===== config.mk =====
export PLATFORM = sky130hd
export DESIGN_NAME = rst_sequencer
export DESIGN_NICKNAME = d
export VERILOG_FILES = /design/src/rtl/rst_seq_pkg.sv /design/src/rtl/rst_seq_sync2.sv /design/src/rtl/rst_sequencer.sv
export SDC_FILE = /design/constraint.sdc
export NUM_CORES = 1
export LEC_CHECK = 0
export BUFFER_PORTS_ARGS = -buffer_cell sky130_fd_sc_hd__clkbuf_2
export CAP_MARGIN = 20
export CORE_MARGIN = 2
export CORE_UTILIZATION = 55
export DETAILED_ROUTE_END_ITERATION = 10
export PLACE_DENSITY = 0.84
export SYNTH_ARGS = -nofsm -noshare
export SYNTH_HDL_FRONTEND = slang
export SYNTH_SLANG_ARGS = --single-unit

===== constraint.sdc =====
create_clock -name i_clk -period 2.7 [get_ports i_clk]
set_clock_uncertainty 0.05 [all_clocks]
set_input_delay 0.405 -clock i_clk [delete_from_list [all_inputs] [get_ports i_clk]]
set_output_delay 0.405 -clock i_clk [all_outputs]
set_load 0.01 [all_outputs]

===== src/rtl/rst_seq_pkg.sv =====
// Shared definitions for the reset sequencer: FSM state encoding, default
// timing constants and a constant helper used to size the internal counter.
package rst_seq_pkg;

    typedef enum logic [2:0] {
        ST_IDLE     = 3'd0,
        ST_HOLD     = 3'd1,
        ST_RELEASE  = 3'd2,
        ST_WAIT_RDY = 3'd3,
        ST_GAP      = 3'd4,
        ST_RUN      = 3'd5,
        ST_DBG_HOLD = 3'd6
    } rst_seq_state_e;

    localparam int unsigned HOLD_CYCLES_DEF   = 16;
    localparam int unsigned GAP_CYCLES_DEF    = 8;
    localparam int unsigned READY_TIMEOUT_DEF = 1024;

    // Largest of three values; sizes the shared hold/gap/timeout counter.
    function automatic int unsigned max3(input int unsigned a,
                                         input int unsigned b,
                                         input int unsigned c);
        int unsigned m;
        m = (a > b) ? a : b;
        m = (m > c) ? m : c;
        return m;
    endfunction

endpackage


===== src/rtl/rst_seq_sync2.sv =====
// Two-flop synchronizer bank for asynchronous level inputs.
// Ports: i_clk (clock), i_rst (sync active-high reset, clears both stages),
//        i_d [W-1:0] (async inputs), o_q [W-1:0] (synchronized outputs).
module rst_seq_sync2 #(
    parameter int unsigned W = 1
) (
    input  logic         i_clk,
    input  logic         i_rst,
    input  logic [W-1:0] i_d,
    output logic [W-1:0] o_q
);

    logic [W-1:0] r_meta;

    always_ff @(posedge i_clk) begin
        if (i_rst) begin
            r_meta <= '0;
            o_q    <= '0;
        end else begin
            r_meta <= i_d;
            o_q    <= r_meta;
        end
    end

endmodule


===== src/rtl/rst_sequencer.sv =====
// Power-on reset sequencer: after PLL lock, holds all domains in reset, then
// releases them one by one with a gap, optionally waiting on per-domain ready
// (with timeout). In RUN a debug reset request re-resets the DBG_MASK domains.
// Losing lock drops every domain back into reset.
// Ports: i_clk, i_rst (sync active-high), i_pll_lock, i_dmireset (level),
//        i_ready[CH_NUM] -> o_nrst[CH_NUM] (active-low resets), o_done,
//        o_timeout[CH_NUM] (sticky, cleared only by i_rst).
// Build option: define RST_SEQ_SYNC_EN to pass i_pll_lock, i_dmireset and
// i_ready through 2-flop synchronizers (+2 cycles on every input response).
module rst_sequencer
    import rst_seq_pkg::*;
#(
    parameter int unsigned        CH_NUM        = 4,
    parameter int unsigned        HOLD_CYCLES   = HOLD_CYCLES_DEF,
    parameter int unsigned        GAP_CYCLES    = GAP_CYCLES_DEF,
    parameter int unsigned        READY_TIMEOUT = READY_TIMEOUT_DEF,
    parameter logic [CH_NUM-1:0]  READY_MASK    = '0,
    parameter logic [CH_NUM-1:0]  DBG_MASK      = '1
) (
    input  logic              i_clk,
    input  logic              i_rst,
    input  logic              i_pll_lock,
    input  logic              i_dmireset,
    input  logic [CH_NUM-1:0] i_ready,
    output logic [CH_NUM-1:0] o_nrst,
    output logic              o_done,
    output logic [CH_NUM-1:0] o_timeout
);

    localparam int unsigned CNT_MAX = max3(HOLD_CYCLES, GAP_CYCLES, READY_TIMEOUT);
    localparam int unsigned CNT_W   = $clog2(CNT_MAX + 1);
    localparam int unsigned KW      = (CH_NUM > 1) ? $clog2(CH_NUM) : 1;
    localparam logic [KW-1:0] K_LAST = KW'(CH_NUM - 1);

    logic              w_lock;
    logic              w_dmi;
    logic [CH_NUM-1:0] w_ready;

    rst_seq_state_e    r_state;
    logic [KW-1:0]     r_k;
    logic [CNT_W-1:0]  r_cnt;

`ifdef RST_SEQ_SYNC_EN
    logic [CH_NUM+1:0] w_sync_q;

    rst_seq_sync2 #(
        .W (CH_NUM + 2)
    ) u_sync (
        .i_clk (i_clk),
        .i_rst (i_rst),
        .i_d   ({i_pll_lock, i_dmireset, i_ready}),
        .o_q   (w_sync_q)
    );

    assign w_lock  = w_sync_q[CH_NUM+1];
    assign w_dmi   = w_sync_q[CH_NUM];
    assign w_ready = w_sync_q[CH_NUM-1:0];
`else
    assign w_lock  = i_pll_lock;
    assign w_dmi   = i_dmireset;
    assign w_ready = i_ready;
`endif

    // Sequencer FSM; all outputs are registered here.
    always_ff @(posedge i_clk) begin
        if (i_rst) begin
            r_state   <= ST_IDLE;
            r_k       <= '0;
            r_cnt     <= '0;
            o_nrst    <= '0;
            o_done    <= 1'b0;
            o_timeout <= '0;
        end else if (r_state != ST_IDLE && !w_lock) begin
            // Lock loss beats everything else, including a debug request.
            r_state <= ST_IDLE;
            r_k     <= '0;
            r_cnt   <= '0;
            o_nrst  <= '0;
            o_done  <= 1'b0;
        end else begin
            case (r_state)
                ST_IDLE: begin
                    o_nrst <= '0;
                    o_done <= 1'b0;
                    r_k    <= '0;
                    r_cnt  <= '0;
                    if (w_lock) begin
                        r_state <= ST_HOLD;
                    end
                end
                ST_HOLD: begin
                    if (r_cnt == CNT_W'(HOLD_CYCLES - 1)) begin
                        r_cnt   <= '0;
                        r_k     <= '0;
                        r_state <= ST_RELEASE;
                    end else begin
                        r_cnt <= r_cnt + CNT_W'(1);
                    end
                end
                ST_RELEASE: begin
                    // A gated domain whose ready is already up skips the wait.
                    o_nrst[r_k] <= 1'b1;
                    r_cnt       <= '0;
                    if (READY_MASK[r_k] && !w_ready[r_k]) begin
                        r_state <= ST_WAIT_RDY;
                    end else if (r_k == K_LAST) begin
                        r_state <= ST_RUN;
                    end else begin
                        r_state <= ST_GAP;
                    end
                end
                ST_WAIT_RDY: begin
                    if (w_ready[r_k]) begin
                        r_cnt   <= '0;
                        r_state <= (r_k == K_LAST) ? ST_RUN : ST_GAP;
                    end else if (r_cnt == CNT_W'(READY_TIMEOUT - 1)) begin
                        o_timeout[r_k] <= 1'b1;
                        r_cnt          <= '0;
                        r_state        <= (r_k == K_LAST) ? ST_RUN : ST_GAP;
                    end else begin
                        r_cnt <= r_cnt + CNT_W'(1);
                    end
                end
                ST_GAP: begin
                    // The last domain goes straight to RUN, so GAP always advances k.
                    if (r_cnt == CNT_W'(GAP_CYCLES - 1)) begin
                        r_cnt   <= '0;
                        r_k     <= r_k + KW'(1);
                        r_state <= ST_RELEASE;
                    end else begin
                        r_cnt <= r_cnt + CNT_W'(1);
                    end
                end
                ST_RUN: begin
                    o_done <= 1'b1;
                    o_nrst <= '1;
                    if (w_dmi) begin
                        o_nrst  <= ~DBG_MASK;
                        o_done  <= 1'b0;
                        r_cnt   <= '0;
                        r_state <= ST_DBG_HOLD;
                    end
                end
                ST_DBG_HOLD: begin
                    // Counter saturates at the hold length while the request stays high.
                    if (r_cnt == CNT_W'(HOLD_CYCLES - 1)) begin
                        if (!w_dmi) begin
                            o_nrst  <= '1;
                            r_state <= ST_RUN;
                        end
                    end else begin
                        r_cnt <= r_cnt + CNT_W'(1);
                    end
                end
                default: begin
                    r_state <= ST_IDLE;
                end
            endcase
        end
    end

endmodule

# Yosys cells after proc, flatten, opt, wreduce, memory -nomap -nowiden
# Index checks and enable logic that the tools add are counted.
# classes
n_eq_ne,18
n_reduce_logical,18
order_cmp,2
addsub,2
muxes,33
bitwise_logic,4
# op_table
cell,n
2-to-1 mux 11 bit,6
case mux 11 bit (6 select lines),1
2-to-1 mux 3 bit,9
case mux 3 bit (7 select lines),1
case mux 4 bit (4 select lines),1
"!= test 2 bit, second input constant",7
2-to-1 mux 4 bit,3
"adder 11 x 1 -> 11 bit, second input constant",1
"equality test 11 x 10 -> 1 bit, second input constant",1
"equality test 11 x 3 -> 1 bit, second input constant",1
"equality test 11 x 4 -> 1 bit, second input constant",1
"equality test 3 bit, second input constant",3
AND reduction 3 bit,3
bitwise OR 4 bit,2
AND reduction 7 bit,1
"equality test 3 x 2 -> 1 bit, second input constant",2
case mux 2 bit (3 select lines),1
nonzero test 3 bit,2
nonzero test 6 bit,1
2-to-1 mux 1 bit,5
binary-select mux 1 bit (select 2 bit),2
2-to-1 mux 2 bit,2
AND reduction 4 bit,1
nonzero test 4 bit,1
14 further kinds,19
# word_totals
elab_cells,83
regBits,25
input_bits,8
output_inout_bits,9

# Logic depth before layout (Yosys ltp)
# depth
depth_word,6
depth_mapped,8
mapped_depth_nobuf,6

# Least setup slack after synthesis
# OpenSTA, ideal clock, no wires.
# synth_path
kind,register to register
startpoint,reg r_cnt[0]
endpoint,reg r_state[2]
required_time_ns,2.569
t_arrival_ns,2.129
path_stages_with_launch,7
n_path_buf,0
period_less_slack_ns,2.259
path_slack_ns,0.441
setup_ns,0.081
path_cell_list,dfxtp_1 > ha_1 > nand4_2 > or4_4 > a22o_1 > or4_1 > a41oi_1
# synth_between
elab_chain_cells,3
word_cells_on_any_way,8
cone_classes,7 x eq/ne; 1 x reduce/logical
# synth_lines
item,line,rtl
start: declaration,rst_sequencer.sv:41,logic [CNT_W-1:0] r_cnt;
start signal: assignment,rst_sequencer.sv:97,r_cnt <= r_cnt + CNT_W'(1);
start signal: assignment,rst_sequencer.sv:121,r_cnt <= r_cnt + CNT_W'(1);
start signal: assignment,rst_sequencer.sv:131,r_cnt <= r_cnt + CNT_W'(1);
equality test 11 x 10 -> 1 bit (tied with other cells),rst_sequencer.sv:116,end else if (r_cnt == CNT_W'(READY_TIMEOUT - 1)) begin
!= test 3 bit (no source line) / != test 2 bit (equally long branches),n/a,
AND reduction 7 bit (no source line) (*),n/a,
end signal: assignment,rst_sequencer.sv:115,r_state <= (r_k == K_LAST) ? ST_RUN : ST_GAP;
end signal: assignment,rst_sequencer.sv:119,r_state <= (r_k == K_LAST) ? ST_RUN : ST_GAP;
end: declaration,rst_sequencer.sv:39,rst_seq_state_e r_state;
# Mark *: on every way between the ends. The rest lies on a longest branch, timed or not.
# A chain may end at the register's enable or synchronous reset.

# Worst setup path in the final report
# Same ends and word-level chain as after synthesis.

==> results.py <==
metrics = {
    "outcome": {
        "status": "completed",
    },
    "timing": {
        "slew_violations": 0,
        "max_freq_mhz": 396.1,
        "tightestPinTransition_ps": 608.5,
        "relSlewSlack_pct": 59.38,
        "setup_viol": 0,
        "post-route-period-util_pct": 93.51,
        "period_needed_ps": 2525,
        "rsz0062_at_grt": "no",
        "finalSetupTns_ps": 0,
        "final_hold_viol_count": 0,
    },
    "logic_synthesis": {
        "synthFlopType": "dfxtp_1",
        "ys_warn_count": 0,
        "synth_seq_cells": 25,
        "synthXorXnorAreaFrac_pct": 1.659,
        "ys_async_sr_fraction_pct": 0,
        "muxShareOfSynthArea_pct": 2.686,
        "seq_area_frac_synth_pct": 31.60,
        "yosysUniqueCellTypes": 47,
        "syn_area_sq_um": 1584,
        "synthCells": 206,
        "synth_top_family_by_area": "simple AND/OR/NAND/NOR gates",
        "synth_compound_area_share_pct": 23.70,
        "postSynthAreaPerCell_sq_um": 7.689,
        "synthAdderAreaFrac_pct": 3.949,
        "synth_edf_count": 0,
        "synth_nets": 219,
        "synth_simple_gate_area_share_pct": 29.23,
    },
    "power_and_ir_drop": {
        "power_density_nw_per_um2": 568.2,
        "max-vdd-ir-drop_v": 0.0004855,
        "power_leakage_uw": 0.0006481,
    },
    "finish": {
        "mostFrequentLayoutCell": "dfxtp_1",
        "layout-drive-gt1-share_pct": 15.77,
        "num-nets-final": 236,
        "fin_util_pct": 63.20,
        "syn2layout_area_growth_pct": 10.03,
        "layout_common_cells": "dfxtp_1, nand2_1, a21oi_1",
        "diodes": 0,
    },
    "placement": {
        "detailedPlacementHpwl_mm": 2.603,
        "portBuffers": 16,
        "place.gp.congestion": 0.9006,
    },
    "route": {
        "drtIter0Drc": 105,
        "vias": 1575,
        "drt-vias-per-instance": 6.225,
        "ant_nets": 0,
        "first_pass_iters": 4,
        "wire_per_inst_um": 14.13,
        "wl_mm": 3.576,
        "remaining_drc_errors": 0,
    },
    "cts": {
        "cts_tree": "done",
        "cts.clk_slew.worst_paths_ps": 140,
        "cts_buffer_depth": 2,
        "cts_hold_buf": 0,
        "clk_latency_ps": 330,
        "post-cts-setup-buffers": 0,
        "cts_resized": 0,
        "cts_buffers": 3,
        "cts_root_buffer": "clkbuf_4",
        "htreeDepth": 1,
        "clock_sinks": 25,
    },
    "floorplan": {
        "rows": 19,
        "initial_core_util_pct": 57.44,
        "core_area_sq_um": 2758,
        "dieArea_sq_um": 3325,
        "die_height_um": 57.67,
        "io_pins": 17,
        "die_width_um": 57.67,
    },
    "setup_path": {
        "cp.required_ps": 2910,
        "worstSetupPathType": "flop to flop",
        "worstSetupEndpoint": "r_state[2]",
        "critPathLaunchType": "flop",
        "crit_start": "r_cnt[0]",
        "worst_r2r_endpoint": "r_state[2]",
        "worstPathArrival_ps": 2740,
        "cp_max_fo": 8,
        "r2r-start": "r_cnt[0]",
        "reg2reg_depth": 6,
        "ff2ff_setup_slack_ps": 180,
        "endpoint_kind": "flop",
    },
    "grt": {
        "grt_util_all_layers_pct": 22.71,
        "grt_pass1_wl_mm": 5.968,
        "antenna_found_initial": 0,
        "gr-total-overflow": 0,
        "grt_pass1_vias": 1383,
        "grt_max_degree": 22,
    },
    "flow_run": {
        "drv_cap": 0,
    },
    "min_path": {
        "hp-class": "primary input to flop",
    },
}
[where the power goes]
| group | switching (uW) | leakage, uW | internal, uW |
|---|---|---|---|
| sequential | 55.9 | 0.000202 | 392 |
| clock | 121 | 0.0000139 | 56.8 |
| combinational | 216 | 0.000432 | 149 |
[flip-flops by register name (all words and copies together), names as in the netlist]
| name | cells |
|---|---|
| r_cnt | 11 |
| r_state | 3 |
| o_nrst | 4 |
| o_timeout | 4 |
| o_done | 1 |
| r_k | 2 |
[how the worst min path moves through the flow]
stage,startpoint,to,cells past startpoint
after floorplan,r_cnt[1],r_cnt[1],2
after global placement,o_nrst[0],o_nrst[0],2
after detailed placement,o_nrst[1],o_nrst[1],2
after CTS,i_rst,o_timeout[3],2
after global routing,i_rst,o_timeout[3],2
final,i_rst,o_timeout[3],2
[worst max-delay path, stage by stage, from the launching register on]
cell,delay (ps)
dfxtp_1,400
ha_1,260
nand4_2,160
or4_4,560
a22o_1,310
or4_1,500
a41oi_1,210
[Yosys cell counts (all sizes together) (3+ instances only)]
master  number  share of area (%)
nor3b        3                1.4
inv         15                3.6
xor2         3                1.7
nand4b       3                1.7
a21oi       17                5.4
nor4         4                2.0
clkbuf       9                2.1
nand2       17                4.0
nand3       13                4.1
dfxtp       25                 32
or4          5                2.6
buf          4                1.5
ha           5                3.9
nor3         8                2.5
and3         3                1.2
and2         3                1.2
nor2b        3                1.2
o211ai       9                4.3
nand4        3                1.6
nor2        15                3.6
o21ai       13                4.1
[through the flow]
step / cells / area (sq um) / hold WS (ps) / power, uW / worst slack [ps]
floorplan: 206 / 1584 / 399.2 / 707.6 / 440.5
global placement: 249 / 1713 / 382.5 / 805.6 / 334.0
detailed placement: 249 / 1713 / 385.5 / 812.4 / 231.1
CTS: 253 / 1743 / 245.6 / 990.1 / 184.9
global route: 253 / 1743 / 251.6 / 1055 / 27.53
finish: 253 / 1743 / 254.2 / 990.4 / 175.1
[logic make-up (layout without fill, tap and decap cells)]
kind of cell | after synthesis | after routing
DFF | 25 | 25
AOI/OAI and AO/OA | 57 | 57
and+or+nand+nor | 85 | 85
buffers and inverters | 28 | 44
adders and majority gates | 5 | 5
muxes | 3 | 3
xor gates and xnor gates | 3 | 3
[area by class of cell]
class | count | area (sq um)
clock inverters | 1 | 7.507
inverters | 15 | 56.30
clock buffers | 3 | 22.52
repair buffers | 25 | 147.6
fillers | 250 | 1015
flip-flops and latches | 25 | 500.5
well taps | 31 | 38.79
multi-input cells | 153 | 969.7
[routing by layer]
layer / track usage [%] / routed length [um] / vias up
li1: - / - / 795
met4: 11.63 / 50 / 0
met5: 0 / 0 / -
met3: 2.679 / 175 / 5
met1: 33.01 / 1749 / 718
met2: 33.12 / 1601 / 57
Note: power is estimated with default switching activity, not from simulation.
